## src/rtl/sw_debounce.sv

```systemverilog
// Per-bit switch debouncer feeding the slide-switch PIO in_port.
// A new level is accepted only after it holds for STABLE_TICKS ticks.
module sw_debounce #(
  parameter int WIDTH        = 10,
  parameter int PRESCALE     = 50000,
  parameter int STABLE_TICKS = 10
) (
  input  logic             clk,
  input  logic             reset_n,
  input  logic [WIDTH-1:0] sw_raw,
  output logic [WIDTH-1:0] sw_db,
  output logic [WIDTH-1:0] sw_changed,
  output logic             tick
);

  localparam int PW = (PRESCALE > 1) ? $clog2(PRESCALE) : 1;
  localparam int CW = (STABLE_TICKS > 1) ? $clog2(STABLE_TICKS) : 1;

  localparam logic [PW-1:0] PLAST = PW'(PRESCALE - 1);
  localparam logic [CW-1:0] CLAST = CW'(STABLE_TICKS - 1);

  logic [WIDTH-1:0] s1;
  logic [WIDTH-1:0] s2;
  logic [PW-1:0]    pcnt;

  always_ff @(posedge clk or negedge reset_n) begin
    if (!reset_n) begin
      s1 <= '0;
      s2 <= '0;
    end else begin
      s1 <= sw_raw;
      s2 <= s1;
    end
  end

  assign tick = (pcnt == PLAST);

  // Free-running, shared by every channel.
  always_ff @(posedge clk or negedge reset_n) begin
    if (!reset_n) begin
      pcnt <= '0;
    end else if (tick) begin
      pcnt <= '0;
    end else begin
      pcnt <= pcnt + 1'b1;
    end
  end

  for (genvar g = 0; g < WIDTH; g++) begin : g_ch
    logic          db;
    logic          chg;
    logic [CW-1:0] cnt;
    logic          match;
    logic          upd;
    logic          inc;

    assign match = (s2[g] == db);
    assign upd   = !match && tick && (cnt == CLAST);
    assign inc   = !match && tick && (cnt != CLAST);

    always_ff @(posedge clk or negedge reset_n) begin
      if (!reset_n) begin
        db  <= 1'b0;
        chg <= 1'b0;
        cnt <= '0;
      end else begin
        chg <= 1'b0;
        unique case (1'b1)
          match: cnt <= '0;
          upd: begin
            db  <= s2[g];
            chg <= 1'b1;
            cnt <= '0;
          end
          inc:     cnt <= cnt + 1'b1;
          default: cnt <= cnt;
        endcase
      end
    end

    assign sw_db[g]      = db;
    assign sw_changed[g] = chg;
  end

endmodule

```

## config.mk

```make
export PLATFORM = sky130hd
export DESIGN_NAME = sw_debounce
export DESIGN_NICKNAME = d
export VERILOG_FILES = /design/src/rtl/sw_debounce.sv
export SDC_FILE = /design/constraint.sdc
export NUM_CORES = 1
export LEC_CHECK = 0
export ABC_CLOCK_PERIOD_IN_PS = 2200
export BUFFER_PORTS_ARGS = -buffer_cell sky130_fd_sc_hd__clkbuf_2
export CELL_PAD_IN_SITES_DETAIL_PLACEMENT = 0
export CELL_PAD_IN_SITES_GLOBAL_PLACEMENT = 2
export CORE_MARGIN = 2
export CORE_UTILIZATION = 25
export DETAILED_ROUTE_END_ITERATION = 7
export PLACE_DENSITY_LB_ADDON = 0.1
export SYNTH_ARGS = -nofsm -noshare
export SYNTH_HDL_FRONTEND = slang
export SYNTH_SLANG_ARGS = --single-unit
```

## constraint.sdc

```tcl
create_clock -name clk -period 2.2 [get_ports clk]
set_clock_uncertainty 0.05 [all_clocks]
set_input_delay 0.33 -clock clk [delete_from_list [all_inputs] [get_ports clk]]
set_output_delay 0.33 -clock clk [all_outputs]
set_load 0.02 [all_outputs]
```

# Yosys cells after proc, flatten, opt, wreduce, memory -nomap -nowiden
# Index checks and enable logic that the tools add are counted.
[word_totals] in_bits=12 elab_cells=156 reg_bits=96 output_inout_bits=21
[op_classes] n_addsub=11 n_mux=21 eq_ne=31 n_reduce_logical=60
[ops] operator="one-hot mux 4 bit (2 select lines)" n=10
[ops] operator="adder 4 x 1 -> 4 bit, second input constant" n=10
[ops] operator="equality test 4 bit, second input constant" n=10
[ops] operator="!= test 4 bit, second input constant" n=10
[ops] operator="logical AND 1 bit" n=30
[ops] operator="nonzero test 2 bit" n=10
[ops] operator="OR reduction 2 bit" n=10
[ops] operator="adder 16 x 1 -> 16 bit, second input constant" n=1
[ops] operator="equality test 16 bit, second input constant" n=1
[ops] operator="2-to-1 mux 16 bit" n=1
[ops] operator="equality test 1 bit" n=10
[ops] operator="zero test 1 bit" n=10
[ops] operator="2-to-1 mux 1 bit" n=10

# Longest topological paths before layout
[depth] ltp_word=6 depth_mapped=8 mapped_depth_nobuf=6

# Worst setup path before layout
# OpenSTA, ideal clock, no wires.
[synth_timing] path_type="register to output" startpoint="register pcnt[0]" endpoint="output port tick" arrival_ps=1366 path_slack_ps=454 stages_incl_launch_ff=7 required_time_ps=1820 path_buffers=2 path_cell_list="dfrtp_1 > ha_1 > and3_1 > nand4_2 > inv_2 > buf_4 > buf_4"
[synth_between] elab_chain_len=1
[synth_rtl] item="from (decl)" line_no="24" text="logic [PW-1:0] pcnt;"
[synth_rtl] item="from (signal assigned)" line_no="45" text="pcnt <= pcnt + 1'b1;"
[synth_rtl] item="equality test 16 bit" line_no="36" text="assign tick = (pcnt == PLAST);"
[synth_rtl] item="to (decl)" line_no="13" text="output logic tick"
# Every way passes these cells.

# Worst setup path in the final report
[layout_timing] startpoint="register pcnt[1]" endpoint="output port tick"
# Same word-level chain as after synthesis.

==> impl_metrics.toml <==
[timing]
max_freq_mhz = 482
finalMaxSlewViolations = 0
rsz0062_at_grt = "no"
hold_viol_final = 0
fin_crit_ns = 2.08
setup_tns_ns = 0
finalCritPeriodShare = 0.944
finalSetupViolCount = 0
slew_headroom = 0.656
hold_ws_ns = 0.0327
worst_pin_slew_ns = 0.512

[yosys]
synthFlopType = "dfrtp_1"
syn-instance-count = 400
synthXorXnorAreaFrac = 0.0457
synthSimpleGateAreaFrac = 0.147
synth_top_family_by_area = "simple AND/OR/NAND/NOR gates"
ys_warn_count = 0
synth_top_area_cell = "dfrtp_1"
ys_seq_elements = 96
yosysMostFrequentCell = "dfrtp_1"
netlist_area_um2 = 4400
yosysTopAreaCellShare = 0.545
netlist_top_cells_count = "96 x dfrtp_1, 43 x nand2_1, 31 x a21oi_1"
synth.mux.area_fraction = 0.0256
async_flop_share = 1.00
synth-compound-area-share = 0.108
synthesis.nets = 433
yosysSeqAreaShare = 0.545
synth_fa_ha_area_frac = 0.0597
synth.avg_cell_area_um2 = 11.0
synth_edf_count = 0
synth_cell_types = 35
yosys-top-cells-area = "dfrtp_1 55%, ha_1 6.0%, buf_4 4.3%"

[clock_tree]
clock_sinks = 96
clock_latency_ns = 0.35
clockBufferDepth = 2
clock-root-buffer = "clkbuf_16"
cts_max_level = 3
cts_inserted_buffers = 9
path_clk_slew_ns = 0.07
cts_tree = "done"

[finish]
n_antenna_cell = 0
stdcell_count = 656
nFillCells = 1800
final_nets = 459
final_core_util = 0.295
drive_above_1_share = 0.183
areaGrowthSynthToFinish_pct = 15.4

[floorplanning]
dieHeight_um = 137
io_pins = 33
die_w_um = 137
rows = 48
start_util = 0.256
core_area_um2 = 17200
die_area_um2 = 18700

[global_routing]
grt_overflow = 0
antenna_found_initial = 0
grt_pass1_wl_um = 14500
grt_pass1_vias = 2905
grt_max_degree = 48
grt_use_total = 0.0998

[placed_design]
dp.cells = 635
globalplace.congestion = 0.679
dp_hpwl_um = 5590
io_buffers = 32

[critical_path]
crit_fanout = 9
r2r_slack_ns = 0.28
crit_required_ns = 1.82
critPathLaunchType = "register"
setup.worst_path.end_class = "output port"
crit_arrival_ns = 1.70
r2r_end = "g_ch[4].db"
critPathKind = "reg2out"
worst_r2r_path_depth = 8
reg2reg_from = "pcnt[1]"

[power_and_ir_drop]
total_power_mw = 3.43
peakVddDrop_v = 0.000339
power_density_nw_per_um2 = 675
p_leak_nw = 2.24

[min_path]
min_to = "s1[6]"
min_from = "sw_raw[6]"
min_path_type = "in2reg"
hold_depth = 1

[routing]
drc_errors = 0
wl_um = 8560
firstDrtPassIters = 4
vias_per_cell = 4.47
postRouteAntennaNets = 0
initialDrtViolationCount = 149
num_vias = 2933
wl_per_cell_um = 13.0

[outcome]
status = "finished, final reports clean"

[run]
max-cap-violations = 0
[placed cells by master (no fill, tap or decap), types with 10 or more instances in the layout]
cell      Yosys  final
a41oi_1      10     10
nand2_1      43     43
ha_1         21     20
nand4b_1     10     10
nor2_1       30     30
a31o_2       10     10
clkbuf_2      1     30
o21ai_0      10     10
inv_1        21     21
buf_4        25     11
a311oi_1     10     10
a21oi_1      31     31
dfrtp_1      96     96
or3_1        20     20
xnor2_1      15     15
[power breakdown]
part           total, mW  leakage (nW)  internal (mW)  switching (mW)
Clock               1.57         0.146          0.870           0.698
Sequential          1.79          1.28           1.78         0.00805
Combinational     0.0741         0.810         0.0207          0.0534
[how the worst max path moves through the flow]
stage,end,slack (ns),cells past startpoint,from
floorplan,tick,0.45,6,pcnt[0]
global placement,tick,0.29,6,pcnt[0]
detailed placement,g_ch[5].db,0.20,7,pcnt[0]
CTS,tick,0.005,6,pcnt[0]
global route,tick,0.02,6,pcnt[1]
finish,tick,0.12,6,pcnt[1]
[routing by layer]
layer | vias to the layer above | part of all wire | global-route usage
met2 | 25 | 0.47 | 0.154
met5 | - | 0 | 0
li1 | 1434 | - | -
met3 | 8 | 0.032 | 0.0289
met1 | 1466 | 0.48 | 0.132
met4 | 0 | 0.013 | 0.0382
[final cells by class]
class,count,area (um2),area share
sequential,96,2400,0.473
multi-input combinational,251,1710,0.336
timing repair buffer,46,310,0.0611
tap,225,282,0.0554
clock buffer,12,267,0.0524
inverter,22,82.6,0.0162
clock inverter,4,33.8,0.00665
[cell families after synthesis]
logic type / Yosys count
adders and majority gates: 21
and+or+nand+nor: 125
xor gates and xnor gates: 23
buffers and inverters: 53
muxes: 10
AOI/OAI and AO/OA: 72
DFF: 96
[flip-flops by register name (all words and copies together), names as in the netlist]
signal	count
g_ch.chg	10
g_ch.cnt	40
g_ch.db	10
pcnt	16
s1	10
s2	10
[metrics by stage]
stage | setup slack (ns) | cell area, um2
2_1_floorplan | 0.454 | 4400
3_3_place_gp | 0.287 | 4720
3_5_place_dp | 0.202 | 4720
4_1_cts | 0.00470 | 5050
5_1_grt | 0.0205 | 5080
6_report | 0.123 | 5080
[timing repair]
item                                    CTS  global route
buffers inserted                          0             4
pin swaps                                 0             1
gates resized for setup                   6             1
gates cloned                              0             0
endpoints found under the setup margin    1             1
endpoints found under the hold margin    23             0
hold buffers                              1             0
[worst max-delay path, cell delays in order (launching register included)]
cell and delay, ns:
dfrtp_1 0.37, ha_2 0.21, and3_4 0.22, nand4_2 0.12, inv_2 0.13, buf_12 0.13
clkbuf_4 0.17
No activity file was read; power rests on OpenSTA's default activity.
